File: src/rtl/uart_tx_mmio.sv
// Memory-mapped 8N1 UART transmitter fed by CPU stores through a small TX FIFO.
// Latency: a byte pushed at edge E0 drives the start bit from E0+1; a frame lasts 10*CLKS_PER_BIT cycles.
// Backpressure: none upstream; a store while the FIFO is full is dropped and sets sticky ovf.
// Optional build macro UART_TX_STATUS_EN adds the rd_data status port and the ovf clear register.
module uart_tx_mmio #(
  parameter int          CLKS_PER_BIT = 868,
  parameter int          FIFO_DEPTH   = 16,
  parameter logic [31:0] UART_ADDR    = 32'h0002_0000
) (
  input  logic        clk,
  input  logic        rst_n,
  input  logic        we,
  input  logic [31:0] addr,
  input  logic [7:0]  wr_data,
  output logic        tx,
  output logic        busy,
  output logic        fifo_full,
  output logic        ovf
`ifdef UART_TX_STATUS_EN
  ,
  output logic [31:0] rd_data
`endif
);

  localparam int AW = $clog2(FIFO_DEPTH);
  localparam int CW = (CLKS_PER_BIT > 1) ? $clog2(CLKS_PER_BIT) : 1;
  localparam logic [CW-1:0] CNT_MAX = CW'(CLKS_PER_BIT - 1);

  typedef enum logic [1:0] {IDLE, START, DATA, STOP} state_t;

  state_t        state, state_nxt;
  logic [CW-1:0] cnt, cnt_nxt;
  logic [2:0]    bit_idx, bit_idx_nxt;
  logic [7:0]    shift, shift_nxt;
  logic          tx_nxt;

  logic [7:0]    mem [FIFO_DEPTH];
  logic [AW:0]   wr_ptr, rd_ptr;
  logic          empty, push_req, push, pop, cnt_end, ovf_clr;

  // Pointers carry one extra wrap bit so full and empty are distinguishable.
  assign empty     = (wr_ptr == rd_ptr);
  assign fifo_full = (wr_ptr[AW] != rd_ptr[AW]) && (wr_ptr[AW-1:0] == rd_ptr[AW-1:0]);
  assign busy      = (state != IDLE) || !empty;
  assign push_req  = we && (addr == UART_ADDR);
  // Full is judged on the registered count, so a same-cycle pop never frees room for a push.
  assign push      = push_req && !fifo_full;
  assign cnt_end   = (cnt == CNT_MAX);

`ifdef UART_TX_STATUS_EN
  localparam logic [31:0] STAT_ADDR = UART_ADDR + 32'd4;
  assign ovf_clr = we && (addr == STAT_ADDR) && wr_data[0];
  assign rd_data = (addr == STAT_ADDR) ? {29'd0, ovf, fifo_full, busy} : 32'd0;
`else
  assign ovf_clr = 1'b0;
`endif

  // Next-state, baud counter, shifter and line value for the framing FSM.
  always_comb begin
    state_nxt   = state;
    cnt_nxt     = cnt;
    bit_idx_nxt = bit_idx;
    shift_nxt   = shift;
    pop         = 1'b0;
    case (state)
      IDLE: begin
        if (!empty) begin
          pop       = 1'b1;
          shift_nxt = mem[rd_ptr[AW-1:0]];
          cnt_nxt   = '0;
          state_nxt = START;
        end
      end
      START: begin
        if (cnt_end) begin
          cnt_nxt     = '0;
          bit_idx_nxt = 3'd0;
          state_nxt   = DATA;
        end else begin
          cnt_nxt = cnt + 1'b1;
        end
      end
      DATA: begin
        if (cnt_end) begin
          cnt_nxt   = '0;
          shift_nxt = {1'b0, shift[7:1]};
          if (bit_idx == 3'd7) begin
            state_nxt = STOP;
          end else begin
            bit_idx_nxt = bit_idx + 1'b1;
          end
        end else begin
          cnt_nxt = cnt + 1'b1;
        end
      end
      STOP: begin
        if (cnt_end) begin
          cnt_nxt = '0;
          // Chain straight into the next start bit when more bytes are waiting.
          if (!empty) begin
            pop       = 1'b1;
            shift_nxt = mem[rd_ptr[AW-1:0]];
            state_nxt = START;
          end else begin
            state_nxt = IDLE;
          end
        end else begin
          cnt_nxt = cnt + 1'b1;
        end
      end
      default: state_nxt = IDLE;
    endcase
    // Line level follows the state being entered so tx is a clean register output.
    case (state_nxt)
      START:   tx_nxt = 1'b0;
      DATA:    tx_nxt = shift_nxt[0];
      default: tx_nxt = 1'b1;
    endcase
  end

  // FSM, counter, shifter and tx registers; reset forces the line idle at once.
  always_ff @(posedge clk or negedge rst_n) begin
    if (!rst_n) begin
      state   <= IDLE;
      cnt     <= '0;
      bit_idx <= 3'd0;
      shift   <= 8'd0;
      tx      <= 1'b1;
    end else begin
      state   <= state_nxt;
      cnt     <= cnt_nxt;
      bit_idx <= bit_idx_nxt;
      shift   <= shift_nxt;
      tx      <= tx_nxt;
    end
  end

  // FIFO pointers; reset discards anything buffered.
  always_ff @(posedge clk or negedge rst_n) begin
    if (!rst_n) begin
      wr_ptr <= '0;
      rd_ptr <= '0;
    end else begin
      if (push) wr_ptr <= wr_ptr + 1'b1;
      if (pop)  rd_ptr <= rd_ptr + 1'b1;
    end
  end

  // FIFO storage needs no reset; contents are only read behind valid pointers.
  always_ff @(posedge clk) begin
    if (push) mem[wr_ptr[AW-1:0]] <= wr_data;
  end

  // Sticky overflow flag; a fresh overflow wins over a clear.
  always_ff @(posedge clk or negedge rst_n) begin
    if (!rst_n) begin
      ovf <= 1'b0;
    end else if (push_req && fifo_full) begin
      ovf <= 1'b1;
    end else if (ovf_clr) begin
      ovf <= 1'b0;
    end
  end

endmodule

File: config.mk
export PLATFORM = sky130hd
export DESIGN_NAME = uart_tx_mmio
export DESIGN_NICKNAME = d
export VERILOG_FILES = /design/src/rtl/uart_tx_mmio.sv
export SDC_FILE = /design/constraint.sdc
export NUM_CORES = 1
export LEC_CHECK = 0
export CORE_MARGIN = 4
export CORE_UTILIZATION = 40
export DETAILED_ROUTE_END_ITERATION = 8
export GPL_TIMING_DRIVEN = 0
export PLACE_DENSITY = 0.69
export RECOVER_POWER = 50
export SLEW_MARGIN = 30
export SYNTH_ARGS = -nofsm -noshare
export SYNTH_HDL_FRONTEND = slang
export SYNTH_SLANG_ARGS = --single-unit
File: constraint.sdc
create_clock -name clk -period 2.8 [get_ports clk]
set_clock_uncertainty 0.05 [all_clocks]
set_input_delay 0.56 -clock clk [delete_from_list [all_inputs] [get_ports clk]]
set_output_delay 0.56 -clock clk [all_outputs]
set_load 0.1 [all_outputs]
==> results of run 1 <==
layout make-up:
| class | instances | area, sq um | area share |
|---|---|---|---|
| clock buffer | 18 | 429 | 0.0505 |
| sequential | 163 | 4720 | 0.555 |
| clock inverter | 14 | 126 | 0.0149 |
| inverter | 9 | 37.5 | 0.00441 |
| tap | 225 | 282 | 0.0331 |
| multi-input combinational | 220 | 2270 | 0.267 |
| buffer | 16 | 111 | 0.0131 |
| timing repair buffer | 57 | 528 | 0.0621 |
cell usage after synthesis (all sizes together), types with 4 or more instances:
cell type and count:
nor2b 4, o21ai 18, nand4 6, ha 12
nor3 8, inv 9, nand2 32, dfrtp 34
buf 10, a21oi 5, xnor2 12, nor4 6
mux4 39, nand3 5, a22oi 6, and3 4
edfxtp 128, nor2 22, clkbuf 6
cell families (layout without fill, tap and decap cells):
kind of cell               Yosys count  count (layout)  share of synthesized area
muxes                               43              43                      0.140
AOI/OAI and AO/OA                   48              48                     0.0501
xor gates and xnor gates            15              15                     0.0188
adders and majority gates           12              12                     0.0215
buffers and inverters               25             114                     0.0199
and+or+nand+nor                    102             102                     0.0746
DFF                                163             163                      0.675
power breakdown:
| part | internal [W] | leakage (nW) | switching, W |
|---|---|---|---|
| clock | 0.00123 | 0.268 | 0.000971 |
| sequential | 0.00261 | 1.59 | 0.00000000000111 |
| combinational | 0.0000505 | 1.05 | 0.0000442 |
| total | 0.00390 | 2.90 | 0.00101 |
stage by stage:
stage	hold slack, ns	setup TNS [ns]	setup WS, ns	instance area (sq um)	total power, W
3_3_place_gp	0.390	-78.62	-1.08	7740	0.00275
4_1_cts	0.0304	-0.155	-0.155	8410	0.00496
5_1_grt	0.293	-5.77	-0.207	8500	0.00508
3_5_place_dp	0.406	-59.36	-0.678	7810	0.00276
6_report	0.224	-0.0872	-0.0432	8500	0.00491
2_1_floorplan	0.214	0	0.0825	7000	0.00267
path summary, 6_finish.rpt:
check / endpoint / slack [ns] / depth (start not counted)
worst max-delay path: busy / -0.04 / 8
worst min-delay path: cnt[9]$_DFFE_PN0P_ / 0.22 / 1
worst max register to register: mem[1][3]$_DFFE_PP_ / 0.20 / 10
worst min register to register: ovf$_DFFE_PN0P_ / 0.42 / 1
max in group asynchronous: cnt[5]$_DFFE_PN0P_ / 1.09 / 2
min in group clk: ovf$_DFFE_PN0P_ / 0.42 / 1
registers in the layout (all words and copies together) (netlist names):
name / flops
state: 2
rd_ptr: 5
mem: 128
bit_idx: 3
shift: 8
tx: 1
wr_ptr: 5
ovf: 1
cnt: 10
what timing repair did:
item | in CTS | in global routing
hold buffers | 0 | 0
gates resized for setup | 26 | 20
endpoints found under the setup margin | 90 | 122
buffers inserted | 1 | 5
hold endpoints to repair | 0 | 0
pin swaps | 1 | 3
worst register-to-register path, cell delays in order (launching register included):
cell and delay, ns:
sky130_fd_sc_hd__dfrtp_1 0.40, sky130_fd_sc_hd__buf_6 0.17, sky130_fd_sc_hd__xnor2_2 0.15, sky130_fd_sc_hd__nand4_1 0.19, sky130_fd_sc_hd__buf_4 0.15, sky130_fd_sc_hd__nor2b_2 0.04, sky130_fd_sc_hd__nor2b_1 0.11, sky130_fd_sc_hd__buf_2 0.23
sky130_fd_sc_hd__nand2_1 0.23, sky130_fd_sc_hd__nor3_2 0.34, sky130_fd_sc_hd__buf_4 0.26
metal layers:
metal | track usage | part of all wire | vias up | wire [um]
met5 | 0 | 0 | - | 0
met4 | 0.0444 | 0.013 | 0 | 192
met3 | 0.0328 | 0.042 | 17 | 606
met2 | 0.265 | 0.53 | 71 | 7790
met1 | 0.195 | 0.41 | 2022 | 6000
li1 | - | - | 1780 | -
==> flow_summary.toml, run 1 <==
[timing]
finalHoldViolCount = 0
finalCriticalPeriod_ns = 2.84
slew_violations = 0
setup-violations-final = 7
final_critical_path_setup_slack_ns = -0.0432
unrepaired_setup_endpoints_after_global_routing = "yes"
max_freq_ghz = 0.352
maxSlewHeadroom = 0.339
worstMarginPinSlew_ns = 0.989
final.period_utilization = 1.02

[finish]
fillers = 1374
insertedDiodeCount = 0
layout-area-overhead-vs-synth_pct = 21.6
finalNetCount = 539
layout_cells_sized_above_1 = 0.225
finish.cell_count_without_fillers = 722
final_core_utilization = 0.493
mostFrequentLayoutCell = "sky130_fd_sc_hd__edfxtp_1"
layout.cells.most_common_list = "sky130_fd_sc_hd__edfxtp_1 (128), sky130_fd_sc_hd__clkdlybuf4s50_1 (36), sky130_fd_sc_hd__dfrtp_1 (33)"

[critical_path]
crit_end_element = "output pin"
origin_of_the_worst_setup_path = "wr_ptr[3]$_DFFE_PN0P_"
cp_common_cell = "sky130_fd_sc_hd__clkbuf_4"
largest_stage_delay_worst_path_ns = 0.35
critical_path_cell_by_cell = "clkbuf_4 -> xnor2_1 -> nand4_1 -> nor2_2 -> and2_1 -> clkbuf_4 -> inv_1 -> buf_4"
timing.critical_path.from_type = "flip-flop"
cpMaxStageDelayCell = "sky130_fd_sc_hd__dfrtp_1"
worst-endpoint-arrival_ns = 2.23
cpLargestDelayFamily = "buffers and inverters"
worstPathBufferInverterCount = 4
rr_startpoint = "rd_ptr[0]$_DFFE_PN0P_"
worstPathMaxFanout = 10
worst_ep_required_time_ns = 2.19
kind_of_critical_path = "flip-flop to output pin"

[synthesis]
synth_enable_flop_cells = 128
synthesis.area_per_instance_sq_um = 17.1
yosys.area.top_type_share = 0.550
yosys_most_used_dff = "sky130_fd_sc_hd__edfxtp_1"
top_cells_by_area_synth = "sky130_fd_sc_hd__edfxtp_1 (55%), sky130_fd_sc_hd__dfrtp_1 (12%), sky130_fd_sc_hd__mux4_2 (8.4%), sky130_fd_sc_hd__mux4_1 (4.9%), sky130_fd_sc_hd__ha_1 (2.1%)"
postSynthCellCount = 408
ys_warn_count = 0
ys_seq_area_frac = 0.675
synth_top_cell_by_area = "sky130_fd_sc_hd__edfxtp_1"
share_of_synthesized_registers_carrying_an_async_set_or_reset = 0.215
synthesis.nets = 463
netlist_area_sq_um = 6990
yosys_register_bits = 163
synth.distinct_cells = 52

[route]
drt-initial-drc-count = 322
route.detailed.drc = 0
route.final.wire_length_um = 14600
detailedRoute.firstPassIterationCount = 4
route.vias.total = 3890
routedWlPerCell_um = 20.2
antenna_left = 0
route.detailed.vias_per_inst = 5.39

[clock_network]
numCtsBuffers = 17
worst_skew_pair_latency_ns = 0.42
clkSlewWorstSetupHoldPaths_ns = 0.06
clk_root_buffer_cell = "sky130_fd_sc_hd__clkbuf_16"
number_of_clock_sinks_seen_by_cts = 163
h_tree_depth = 4
cts-root-to-sink-buffers = 2
tritoncts = "done"

[global_route]
grt_antenna_before_repair = 0
wire_length_of_the_first_global_routing_pass_um = 22900
grt_overflow = 0
grt_start_max_net_pins = 19
number_of_global_route_vias_before_repair = 4091
track_usage = 0.153

[placed_design]
post-place-cells = 684
globalplace.congestion = 0.826
detailedPlacementHpwl_um = 9990
io_buffers = 46

[die]
initial_core_util = 0.406
core-area_sq_um = 17200
placement_rows = 48
die_w_um = 140
fp.dieH_um = 140
dieArea_sq_um = 19700
io-pin-count = 47

[job]
count_of_max_cap_constraint_violations = 0

[pwr]
vdd.ir_drop.worst_uv = 613
power_density_nw_per_um2 = 578
power.static_leakage_nw = 2.90

[worst_hold_path]
timing.hold.worst.class = "input port to async pin"

[status]
failing_checks = "setup timing"
run_status = "finished, violations left"
Note: power is estimated with default switching activity, not from simulation.
==> run 2: changes to the inputs <==
Settings changed: TNS_END_PERCENT set to 30.
==> flow_summary.toml, run 2 (synthesis results as in run 1) <==
[clock_network]
cts-root-to-sink-buffers = 2
numCtsBuffers = 17
clkSlewWorstSetupHoldPaths_ns = 0.06
number_of_clock_sinks_seen_by_cts = 163
clk_root_buffer_cell = "sky130_fd_sc_hd__clkbuf_16"
worst_skew_pair_latency_ns = 0.42
cts_hold_buf = 0
h_tree_depth = 4
tritoncts = "done"

[job]
count_of_max_cap_constraint_violations = 0

[status]
run_status = "finished, violations left"
failing_checks = "setup timing"

[die]
fp.dieH_um = 140
dieArea_sq_um = 19700
io-pin-count = 47
core-area_sq_um = 17200
placement_rows = 48
initial_core_util = 0.406
die_w_um = 140

[critical_path]
critical_path_cell_by_cell = "clkbuf_4 -> xnor2_1 -> nand4_1 -> nor2_2 -> and2_1 -> clkbuf_4 -> inv_1 -> buf_4"
kind_of_critical_path = "flip-flop to output pin"
worst-endpoint-arrival_ns = 2.24
worstPathMaxFanout = 10
origin_of_the_worst_setup_path = "wr_ptr[3]$_DFFE_PN0P_"
cpMaxStageDelayCell = "sky130_fd_sc_hd__dfrtp_1"
crit_end_element = "output pin"
timing.critical_path.from_type = "flip-flop"
rr_startpoint = "rd_ptr[0]$_DFFE_PN0P_"
worst_ep_required_time_ns = 2.19
largest_stage_delay_worst_path_ns = 0.35
cp_common_cell = "sky130_fd_sc_hd__clkbuf_4"

[pwr]
vdd.ir_drop.worst_uv = 613
power_density_nw_per_um2 = 578
power.switching_w = 0.00101
share_clk_of_total_power = 0.449
power.static_leakage_nw = 2.90
power.share.sequential = 0.532
sw_frac_of_total = 0.207
p_total_w = 0.00491
cellInternalPower_w = 0.00390
power.share.combinational = 0.019

[route]
detailedRoute.firstPassIterationCount = 5
routedWlPerCell_um = 20.4
antenna_left = 0
drt-initial-drc-count = 341
route.vias.total = 3942
route.detailed.drc = 0
route.detailed.vias_per_inst = 5.46
route.final.wire_length_um = 14700

[timing]
maxSlewHeadroom = 0.339
final.setup.tns_ns = -0.112
setup-violations-final = 7
final.period_utilization = 1.02
final_critical_path_setup_slack_ns = -0.0545
unrepaired_setup_endpoints_after_global_routing = "yes"
worstMarginPinSlew_ns = 0.989
max_freq_ghz = 0.350
finalHoldViolCount = 0
slew_violations = 0
finalCriticalPeriod_ns = 2.85

[finish]
layout.cells.most_common_list = "sky130_fd_sc_hd__edfxtp_1 (128), sky130_fd_sc_hd__clkdlybuf4s50_1 (36), sky130_fd_sc_hd__dfrtp_1 (33)"
finish.cell_count_without_fillers = 722
layout_cells_sized_above_1 = 0.223
layout-area-overhead-vs-synth_pct = 21.4
finalNetCount = 539
insertedDiodeCount = 0
mostFrequentLayoutCell = "sky130_fd_sc_hd__edfxtp_1"
largest_reg_flops = 128

[global_route]
number_of_global_route_vias_before_repair = 4091
grt_antenna_before_repair = 0
grt_overflow = 0
grt_start_max_net_pins = 19
wire_length_of_the_first_global_routing_pass_um = 22900
track_usage = 0.153

[placed_design]
post-place-cells = 684
io_buffers = 46
globalplace.congestion = 0.826
detailedPlacementHpwl_um = 9990

[worst_hold_path]
timing.hold.worst.class = "input port to async pin"
## run 2: cell counts in the layout (fill, tap and decap cells not counted)
Identical to the previous run, type by type.
## run 2: worst paths after layout
check	cells past startpoint	slack, ns	end
min in group clk	1	0.42	ovf$_DFFE_PN0P_
max in group asynchronous	2	1.08	cnt[5]$_DFFE_PN0P_
min reg2reg	1	0.42	ovf$_DFFE_PN0P_
max	8	-0.05	busy
max reg2reg	10	0.20	mem[1][3]$_DFFE_PP_
min	1	0.22	cnt[9]$_DFFE_PN0P_
## run 2: through the flow
step | area, sq um | utilization | hold slack, ns | setup WS, ns
after CTS | 8410 | 0.488 | 0.0304 | -0.155
after detailed placement | 7810 | 0.453 | 0.406 | -0.678
after global routing | 8490 | 0.493 | 0.293 | -0.203
after floorplan | 7000 | - | 0.214 | 0.0825
after global placement | 7740 | 0.449 | 0.390 | -1.08
final | 8490 | 0.493 | 0.222 | -0.0545
## run 2: layout make-up
class	count	area, sq um
Fill cell	1378	8740
Sequential cell	163	4720
Multi-Input combinational cell	220	2260
Timing Repair Buffer	57	528
Clock buffer	18	429
Tap cell	225	282
Clock inverter	14	126
Buffer	16	111
Inverter	9	37.5
## run 2: what timing repair did
action,4_1_cts,5_1_grt
gates resized for setup,25,19
buffers inserted,1,5
cloned,0,0
endpoints found under the setup margin,90,122
pin swaps,1,3
## run 2: critical path: cells and delay by family, from the launching register on
family                    cells  cell delay (ns)
buffers and inverters         4             0.69
and+or+nand+nor               3             0.60
DFF                           1             0.35
xor gates and xnor gates      1             0.17
## run 2: routing by layer
metal,track usage,up-vias,wire [um]
met1,0.195,2038,6040
met5,0,-,0
met4,0.0444,0,175
met3,0.0328,17,667
met2,0.265,111,7860
li1,-,1776,-
## run 2: power groups by stage
stage                     registers, W  clock network, W   logic (W)
after floorplan                0.00266                 0  0.00000292
after detailed placement       0.00266                 0    0.000101
after global placement         0.00266                 0   0.0000917
after CTS                      0.00261           0.00224    0.000102
after global routing           0.00261           0.00236    0.000103
final                          0.00261           0.00220   0.0000941
==> run 3: changes to the inputs <==
Settings changed: CORE_MARGIN 4 to 3.
==> flow_summary.toml, run 3 (synthesis results as in run 1) <==
[clock_network]
tritoncts = "done"
cts-root-to-sink-buffers = 2
h_tree_depth = 4
clk_root_buffer_cell = "sky130_fd_sc_hd__clkbuf_16"
number_of_clock_sinks_seen_by_cts = 163
clkSlewWorstSetupHoldPaths_ns = 0.07
cts_hold_buf = 0
worst_skew_pair_latency_ns = 0.43
numCtsBuffers = 17

[die]
dieArea_sq_um = 19100
fp.dieH_um = 138
die_w_um = 138
core-area_sq_um = 16800
placement_rows = 47
initial_core_util = 0.416
io-pin-count = 47

[global_route]
track_usage = 0.157
grt_antenna_before_repair = 0
grt_start_max_net_pins = 21
wire_length_of_the_first_global_routing_pass_um = 23000
grt_overflow = 0
number_of_global_route_vias_before_repair = 4077

[critical_path]
critical_path_cell_by_cell = "buf_4 -> xnor2_2 -> nand4_1 -> nor2_2 -> and2_4 -> buf_6 -> inv_1 -> buf_6"
worst-endpoint-arrival_ns = 2.13
worstPathMaxFanout = 10
rr_startpoint = "rd_ptr[1]$_DFFE_PN0P_"
cpMaxStageDelayCell = "sky130_fd_sc_hd__dfrtp_1"
kind_of_critical_path = "flip-flop to output pin"
cpLargestDelayFamily = "simple AND/OR/NAND/NOR gates"
worstPathBufferInverterCount = 4
largest_stage_delay_worst_path_ns = 0.39
worst_ep_required_time_ns = 2.19
timing.critical_path.from_type = "flip-flop"
cp_common_cell = "sky130_fd_sc_hd__buf_6"
crit_end_element = "output pin"
origin_of_the_worst_setup_path = "rd_ptr[1]$_DFFE_PN0P_"

[timing]
slew_violations = 0
unrepaired_setup_endpoints_after_global_routing = "yes"
worstMarginPinSlew_ns = 1.10
final.period_utilization = 0.979
finalCriticalPeriod_ns = 2.74
final.setup.tns_ns = 0
maxSlewHeadroom = 0.267
finalHoldViolCount = 0
setup-violations-final = 0
max_freq_ghz = 0.365
final.hold.worst_slack_ns = 0.201

[pwr]
vdd.ir_drop.worst_uv = 607
power.static_leakage_nw = 2.92
power_density_nw_per_um2 = 597

[finish]
mostFrequentLayoutCell = "sky130_fd_sc_hd__edfxtp_1"
insertedDiodeCount = 0
layout-area-overhead-vs-synth_pct = 21.8
layout_cells_sized_above_1 = 0.220
final_core_utilization = 0.507
finalNetCount = 533
post-route-cell-area_sq_um = 8520
largest_reg_flops = 128
layout.cells.most_common_list = "sky130_fd_sc_hd__edfxtp_1 (128), sky130_fd_sc_hd__clkdlybuf4s50_1 (38), sky130_fd_sc_hd__dfrtp_1 (34)"

[placed_design]
dpl_cell_area_sq_um = 7770
io_buffers = 46
detailedPlacementHpwl_um = 9750
globalplace.congestion = 0.826

[route]
antenna_left = 0
route.detailed.vias_per_inst = 5.45
route.detailed.drc = 0
drt-initial-drc-count = 323
route.vias.total = 3874
detailedRoute.firstPassIterationCount = 4
routedWlPerCell_um = 20.1
route.final.wire_length_um = 14300

[status]
run_status = "finished clean"

[worst_hold_path]
timing.hold.worst.class = "input port to async pin"

[job]
count_of_max_cap_constraint_violations = 0
==> run 3: changes by cell type in the layout (fill, tap and decap cells not counted), moves of 3 or more <==
| cell | before | now |
|---|---|---|
| sky130_fd_sc_hd__clkinv_8 | 0 | 3 |
| sky130_fd_sc_hd__nor2_2 | 6 | 12 |
| sky130_fd_sc_hd__nor2_4 | 6 | 0 |
| sky130_fd_sc_hd__clkbuf_4 | 3 | 0 |
| sky130_fd_sc_hd__buf_4 | 11 | 6 |
==> run 3: worst reg2reg max path, stage by stage (launching register included) <==
cell and delay, ns:
sky130_fd_sc_hd__dfrtp_1 0.39, sky130_fd_sc_hd__buf_4 0.19, sky130_fd_sc_hd__xnor2_2 0.14, sky130_fd_sc_hd__nand4_1 0.20
sky130_fd_sc_hd__buf_4 0.16, sky130_fd_sc_hd__nor2b_2 0.04, sky130_fd_sc_hd__nor2b_1 0.10, sky130_fd_sc_hd__buf_2 0.21
sky130_fd_sc_hd__nand2_1 0.21, sky130_fd_sc_hd__nor2_2 0.51
==> run 3: where the power goes <==
group	internal, W	leakage, nW	total [W]	switching (W)
Sequential	0.00261	1.59	0.00261	0.00000000000117
Clock	0.00136	0.302	0.00238	0.00103
Combinational	0.0000507	1.03	0.0000935	0.0000427
==> run 3: layer usage <==
metal / part of all wire / up-vias / track usage
met3: 0.040 / 13 / 0.0397
met1: 0.43 / 1995 / 0.205
li1: - / 1780 / -
met4: 0.012 / 0 / 0.0452
met2: 0.52 / 86 / 0.262
met5: 0 / - / 0
==> run 3: per-stage QoR <==
stage	setup slack, ns	power [W]	cells
after global placement	-1.03	0.00275	674
after CTS	-0.152	0.00513	708
after detailed placement	-0.672	0.00276	675
after global routing	-0.128	0.00525	711
final	0.0592	0.00509	711
after floorplan	0.0825	0.00267	408
==> run 3: final timing paths <==
kind | slack [ns] | cells after the start | to
setup / recovery | 0.06 | 8 | busy
hold / removal | 0.20 | 1 | rd_ptr[1]$_DFFE_PN0P_
setup reg to reg | 0.22 | 9 | mem[12][4]$_DFFE_PP_
hold reg to reg | 0.42 | 1 | ovf$_DFFE_PN0P_
max in group asynchronous | 0.98 | 2 | cnt[8]$_DFFE_PN0P_
min in group clk | 0.42 | 1 | ovf$_DFFE_PN0P_
==> run 3: layout make-up <==
class	instances	area, sq um
plain buffers	16	118
clock buffers	17	425
clock inverters	15	195
fillers	1399	8300
inverters	9	33.8
multi-input cells	220	2250
flip-flops and latches	163	4720
well taps	220	275
repair buffers	51	499
==> run 3: timing repair <==
item | in CTS | in global routing
setup buffers | 1 | 3
gates resized for setup | 23 | 24
setup endpoints to repair | 122 | 122
pin swaps | 1 | 2
